File: config.mk
export PLATFORM = sky130hd
export DESIGN_NAME = instr_fetch
export DESIGN_NICKNAME = d
export VERILOG_FILES = /design/src/rtl/instr_fetch.sv
export SDC_FILE = /design/constraint.sdc
export NUM_CORES = 1
export LEC_CHECK = 0
export BUFFER_PORTS_ARGS = -buffer_cell sky130_fd_sc_hd__buf_4
export CAP_MARGIN = 5
export CORE_ASPECT_RATIO = 1.5
export CORE_MARGIN = 8
export CORE_UTILIZATION = 43
export DETAILED_ROUTE_END_ITERATION = 10
export PLACE_DENSITY = 0.64
export SLEW_MARGIN = 20
export SYNTH_ARGS = -nofsm -noshare
export SYNTH_HDL_FRONTEND = slang
export SYNTH_SLANG_ARGS = --single-unit
File: constraint.sdc
create_clock -name clk -period 4.87 [get_ports clk]
set_input_delay 0.7305 -clock clk [delete_from_list [all_inputs] [get_ports clk]]
set_output_delay 0.7305 -clock clk [all_outputs]
set_load 0.05 [all_outputs]
File: src/rtl/instr_fetch.sv
// Instruction fetch stage: in-order word reads into a small {pc,instr} FIFO feeding decode.
// Requests are credited so buffered + outstanding never exceeds DEPTH; redirects flush and refetch.
module instr_fetch #(
  parameter int unsigned      XLEN     = 32,
  parameter logic [XLEN-1:0]  RESET_PC = '0,
  parameter int unsigned      DEPTH    = 2
) (
  input  logic            clk,
  input  logic            rst,
  output logic            imem_req_valid,
  input  logic            imem_req_ready,
  output logic [XLEN-1:0] imem_req_addr,
  input  logic            imem_rsp_valid,
  input  logic [XLEN-1:0] imem_rsp_data,
  input  logic            redirect_valid,
  input  logic [XLEN-1:0] redirect_pc,
  output logic            id_valid,
  input  logic            id_ready,
  output logic [XLEN-1:0] id_instr,
  output logic [XLEN-1:0] id_pc,
  output logic [6:0]      id_opcode
);
  localparam int unsigned CW = $clog2(DEPTH + 1);
  localparam int unsigned PW = $clog2(DEPTH);
  localparam logic [XLEN-1:0] NOP = XLEN'(32'h0000_0013);

  // Handshake: a transfer happens on a rising edge where valid && ready; valid never
  // depends on ready, and a pending request only drops when a redirect withdraws it.

  logic [XLEN-1:0] pc_q, pc_d;
  logic [XLEN-1:0] rsp_pc_q, rsp_pc_d;
  logic [CW-1:0]   cnt_q, cnt_d;
  logic [CW-1:0]   out_live_q, out_live_d;
  logic [CW-1:0]   out_drop_q, out_drop_d;
  logic [PW-1:0]   wr_ptr_q, wr_ptr_d;
  logic [PW-1:0]   rd_ptr_q, rd_ptr_d;
  logic [XLEN-1:0] fifo_pc_q    [DEPTH];
  logic [XLEN-1:0] fifo_instr_q [DEPTH];

  logic [CW+1:0] inflight;
  logic          req_fire;
  logic          push;
  logic          pop;
  logic          unused_ok;

  assign unused_ok = ^redirect_pc[1:0];

  function automatic logic [PW-1:0] ptr_inc(input logic [PW-1:0] p);
    return (p == PW'(DEPTH - 1)) ? '0 : p + 1'b1;
  endfunction

  assign inflight = {2'b00, cnt_q} + {2'b00, out_live_q} + {2'b00, out_drop_q};

  assign imem_req_valid = !rst && !redirect_valid && (inflight < (CW+2)'(DEPTH));
  assign imem_req_addr  = pc_q;
  assign req_fire       = imem_req_valid && imem_req_ready;

  assign id_valid  = (cnt_q != '0) && !redirect_valid;
  assign id_instr  = (cnt_q != '0) ? fifo_instr_q[rd_ptr_q] : NOP;
  assign id_pc     = (cnt_q != '0) ? fifo_pc_q[rd_ptr_q] : '0;
  assign id_opcode = id_instr[6:0];
  assign pop       = id_valid && id_ready;

  // Responses owed to a squashed path are retired first; the redirect cycle discards too.
  assign push = imem_rsp_valid && (out_drop_q == '0) && !redirect_valid;

  always_comb begin
    pc_d       = pc_q;
    rsp_pc_d   = rsp_pc_q;
    cnt_d      = cnt_q;
    out_live_d = out_live_q;
    out_drop_d = out_drop_q;
    wr_ptr_d   = wr_ptr_q;
    rd_ptr_d   = rd_ptr_q;
    if (redirect_valid) begin
      pc_d       = {redirect_pc[XLEN-1:2], 2'b00};
      rsp_pc_d   = {redirect_pc[XLEN-1:2], 2'b00};
      cnt_d      = '0;
      wr_ptr_d   = '0;
      rd_ptr_d   = '0;
      out_live_d = '0;
      out_drop_d = out_drop_q + out_live_q - CW'(imem_rsp_valid);
    end else begin
      if (req_fire) pc_d = pc_q + XLEN'(4);
      if (push) begin
        rsp_pc_d = rsp_pc_q + XLEN'(4);
        wr_ptr_d = ptr_inc(wr_ptr_q);
      end
      if (pop) rd_ptr_d = ptr_inc(rd_ptr_q);
      cnt_d      = cnt_q + CW'(push) - CW'(pop);
      out_live_d = out_live_q + CW'(req_fire) - CW'(push);
      if (imem_rsp_valid && (out_drop_q != '0)) out_drop_d = out_drop_q - 1'b1;
    end
  end

  always_ff @(posedge clk or posedge rst) begin
    if (rst) begin
      pc_q       <= RESET_PC;
      rsp_pc_q   <= RESET_PC;
      cnt_q      <= '0;
      out_live_q <= '0;
      out_drop_q <= '0;
      wr_ptr_q   <= '0;
      rd_ptr_q   <= '0;
    end else begin
      pc_q       <= pc_d;
      rsp_pc_q   <= rsp_pc_d;
      cnt_q      <= cnt_d;
      out_live_q <= out_live_d;
      out_drop_q <= out_drop_d;
      wr_ptr_q   <= wr_ptr_d;
      rd_ptr_q   <= rd_ptr_d;
    end
  end

  // Storage needs no reset: cnt_q gates every read.
  always_ff @(posedge clk) begin
    if (push) begin
      fifo_pc_q[wr_ptr_q]    <= rsp_pc_q;
      fifo_instr_q[wr_ptr_q] <= imem_rsp_data;
    end
  end

`ifndef SYNTHESIS
  a_no_overflow: assert property (@(posedge clk) disable iff (rst)
    !(push && !pop && (cnt_q == CW'(DEPTH))));
  a_rsp_expected: assert property (@(posedge clk) disable iff (rst)
    !(imem_rsp_valid && (out_live_q == '0) && (out_drop_q == '0)));
`endif

endmodule

==> results.toml <==
[synth]
synth_common_cells = "124 x edfxtp_1, 96 x nor2_1, 68 x dfrtp_1"
synth_top_area_share_pct = 42.8
ys.flop_type = "edfxtp_1"
synth.most_common_cell = "edfxtp_1"
yosys-top-cells-area = "edfxtp_1 43%, dfrtp_1 20%, mux2i_1 7.4%"
ys_seq_area_share_pct = 62.4
syn_inst = 714
yosys_warnings = 0
synthArstFlopShare_pct = 35.4
synth_top_area_cell = "edfxtp_1"
ys_ff_latch = 192
synth_edf_count = 124
avgSynthCellArea_um2 = 12.2
synth_cell_types = 51
synth.cell_area_um2 = 8690

[detailed_routing]
wl_mm = 20.3
avgViaCountPerCell = 5.26
vias = 6028
wire_per_inst_um = 17.8
drc_errors = 0
drt_iter0_markers = 356
dr.pass1.iters = 5
ant_nets = 0

[finish]
drive_above_1_share_pct = 25.8
antennaDiodeCount = 0
multi_input_area_um2 = 3050
stdcell_area_um2 = 10800
fin_cells = 1145
area_delta_synth_final_pct = 23.7
regArea_um2 = 5430
fill_cells = 1737
fin_nets = 954

[setup_path]
endpoint_kind = "flop"
cp-start-kind = "flop"
crit_type = "flop to flop"
crit_fanout = 28
reg2reg_depth = 13
crit_arrival_ns = 3.97
cp.required_ns = 5.16

[clocking]
clk_pin_slew_ns = 0.07
insertion_delay_ns = 0.43
cts_hold_buf = 0
clockBufferDepth = 2
clockRootBuffer = "clkbuf_16"
htree_levels = 4
numCtsBuffers = 17
cts_tree = "built"
numClockSinks = 192
cts_setup_buffers = 0
cts_resized = 0

[timing]
final.setup_skew_ns = 0.0132
rsz0062_at_grt = "no"
hold_violations = 0
drv_slew = 0
setup_tns_ns = 0
period_needed_ns = 3.68
period_share_pct = 75.6
fin_ws_ns = 1.19
worst_pin_slew_ns = 0.891
holdWs_ns = 0.465
fmax_ghz = 0.272
setup_viol = 0
max_slew_margin_pct = 40.4

[placed_design]
postPlaceCellArea_um2 = 10200
place_hpwl_mm = 14.4
portBuffers = 168
place_ws_ns = 1.20
dp_cells = 1112
gp_congestion = 0.859

[floorplan]
dieArea_um2 = 25100
die_height_um = 190
num_io_pins = 175
core_region_area_um2 = 19800
initial_core_util_pct = 43.9
rows = 63
chipWidth_um = 132

[global_routing]
first_global_vias = 6178
grt_pass1_wl_mm = 32.3
overflow = 0
grt.total_usage_pct = 16.2
antenna_found_initial = 0
grt_start_max_net_pins = 75

[status]
outcome = "complete, no violations"

[min_path]
hold_path_class = "input pin to asynchronous set/reset pin"

[pwr]
p_leak_nw = 4.17
ir_worst_vdd_uv = 261
powerDensity_nw_per_um2 = 458

[flow_run]
cap_violations = 0
## cell families after synthesis
logic type               share of synthesized area, %
other                                          0.0431
adder cells (fa/ha/maj)                          1.81
buffers and inverters                            2.92
XOR/XNOR                                         3.93
multiplexers                                     7.76
flip-flops                                       62.4
AO/OA/AOI/OAI                                    6.35
AND/OR/NAND/NOR                                  14.8
## placed cells by master (no fill, tap or decap), types with 3 or more instances in the layout
cell	Yosys	layout
and2_1	5	4
nor2_4	1	3
o21ai_0	39	39
o211ai_1	11	11
a21o_1	3	3
nand3_1	40	40
and3_1	8	8
inv_1	15	14
inv_6	0	4
a31oi_1	5	5
nor3_1	9	9
nand2_1	54	54
buf_4	12	174
clkbuf_16	0	17
conb_1	1	4
clkinvlp_4	0	3
ha_1	11	11
nor4_1	4	4
xnor2_1	15	15
xor2_1	24	24
nand4_1	21	21
nand3b_1	3	3
a21oi_1	11	11
mux2_2	3	3
mux2i_1	64	64
o311ai_0	7	7
edfxtp_1	124	124
dfrtp_1	68	67
nor2_1	96	93
clkinv_2	0	3
nor4_4	4	4
nor2b_1	5	5
## per-layer routing
layer  wire length [µm]  vias to the layer above  GRT usage, %
met2              10700                      183          29.3
met4                406                        0          6.21
met1               8140                     2905          18.2
met3               1080                       31          3.80
li1                   -                     2909             -
met5                  0                        -             0
## power breakdown
part	switching (W)	total, W	internal [W]
clock network	0.000613	0.00133	0.000713
registers	0.000152	0.00205	0.00190
logic	0.00106	0.00155	0.000492
## final timing paths
check	from	endpoint	slack, ns
max	cnt_q[1]$_DFF_PP0_	out_live_q[1]$_DFF_PP0_	1.19
min	rst	out_drop_q[0]$_DFFE_PP0P_	0.46
max reg2reg	cnt_q[1]$_DFF_PP0_	out_live_q[1]$_DFF_PP0_	1.19
min reg2reg	rsp_pc_q[31]$_DFFE_PP0N_	fifo_pc_q[1][31]$_DFFE_PP_	0.53
max in group asynchronous	rst	imem_req_addr[3]$_DFFE_PP0P_	3.57
min in group clk	imem_rsp_data[31]	fifo_instr_q[0][31]$_DFFE_PP_	0.48
## critical path, cell delays in order (launching register included)
cell and delay, ns:
dfrtp_1 0.47, inv_1 0.13, fa_1 0.54, inv_1 0.04, ha_1 0.21, or4b_4 0.54
nor2_4 0.36, inv_2 0.31, ha_1 0.37, inv_1 0.04, ha_1 0.18, xnor2_1 0.16
xnor2_1 0.14, nor2_1 0.05
## state kept, by name, summed over array words and instances, names as in the netlist
signal / flops
imem_req_addr: 30
rsp_pc_q: 30
rd_ptr_q: 1
out_drop_q: 2
wr_ptr_q: 1
cnt_q: 2
fifo_instr_q: 64
out_live_q: 2
fifo_pc_q: 60
## area by class of cell
type                       instances  area share [%]
clock inverter                    14            1.22
multi-input combinational        470            28.3
inverter                          16           0.570
sequential                       192            50.5
timing repair buffer             175            12.4
clock buffer                      18            3.99
tap                              260            3.02
## stage by stage
stage	power, W	util [%]
4_1_cts	0.00498	54.2
3_5_place_dp	0.00365	51.4
3_3_place_gp	0.00363	51.4
5_1_grt	0.00515	54.4
6_report	0.00493	54.4
2_1_floorplan	0.00318	-
Power figures use the tool's default switching activity.
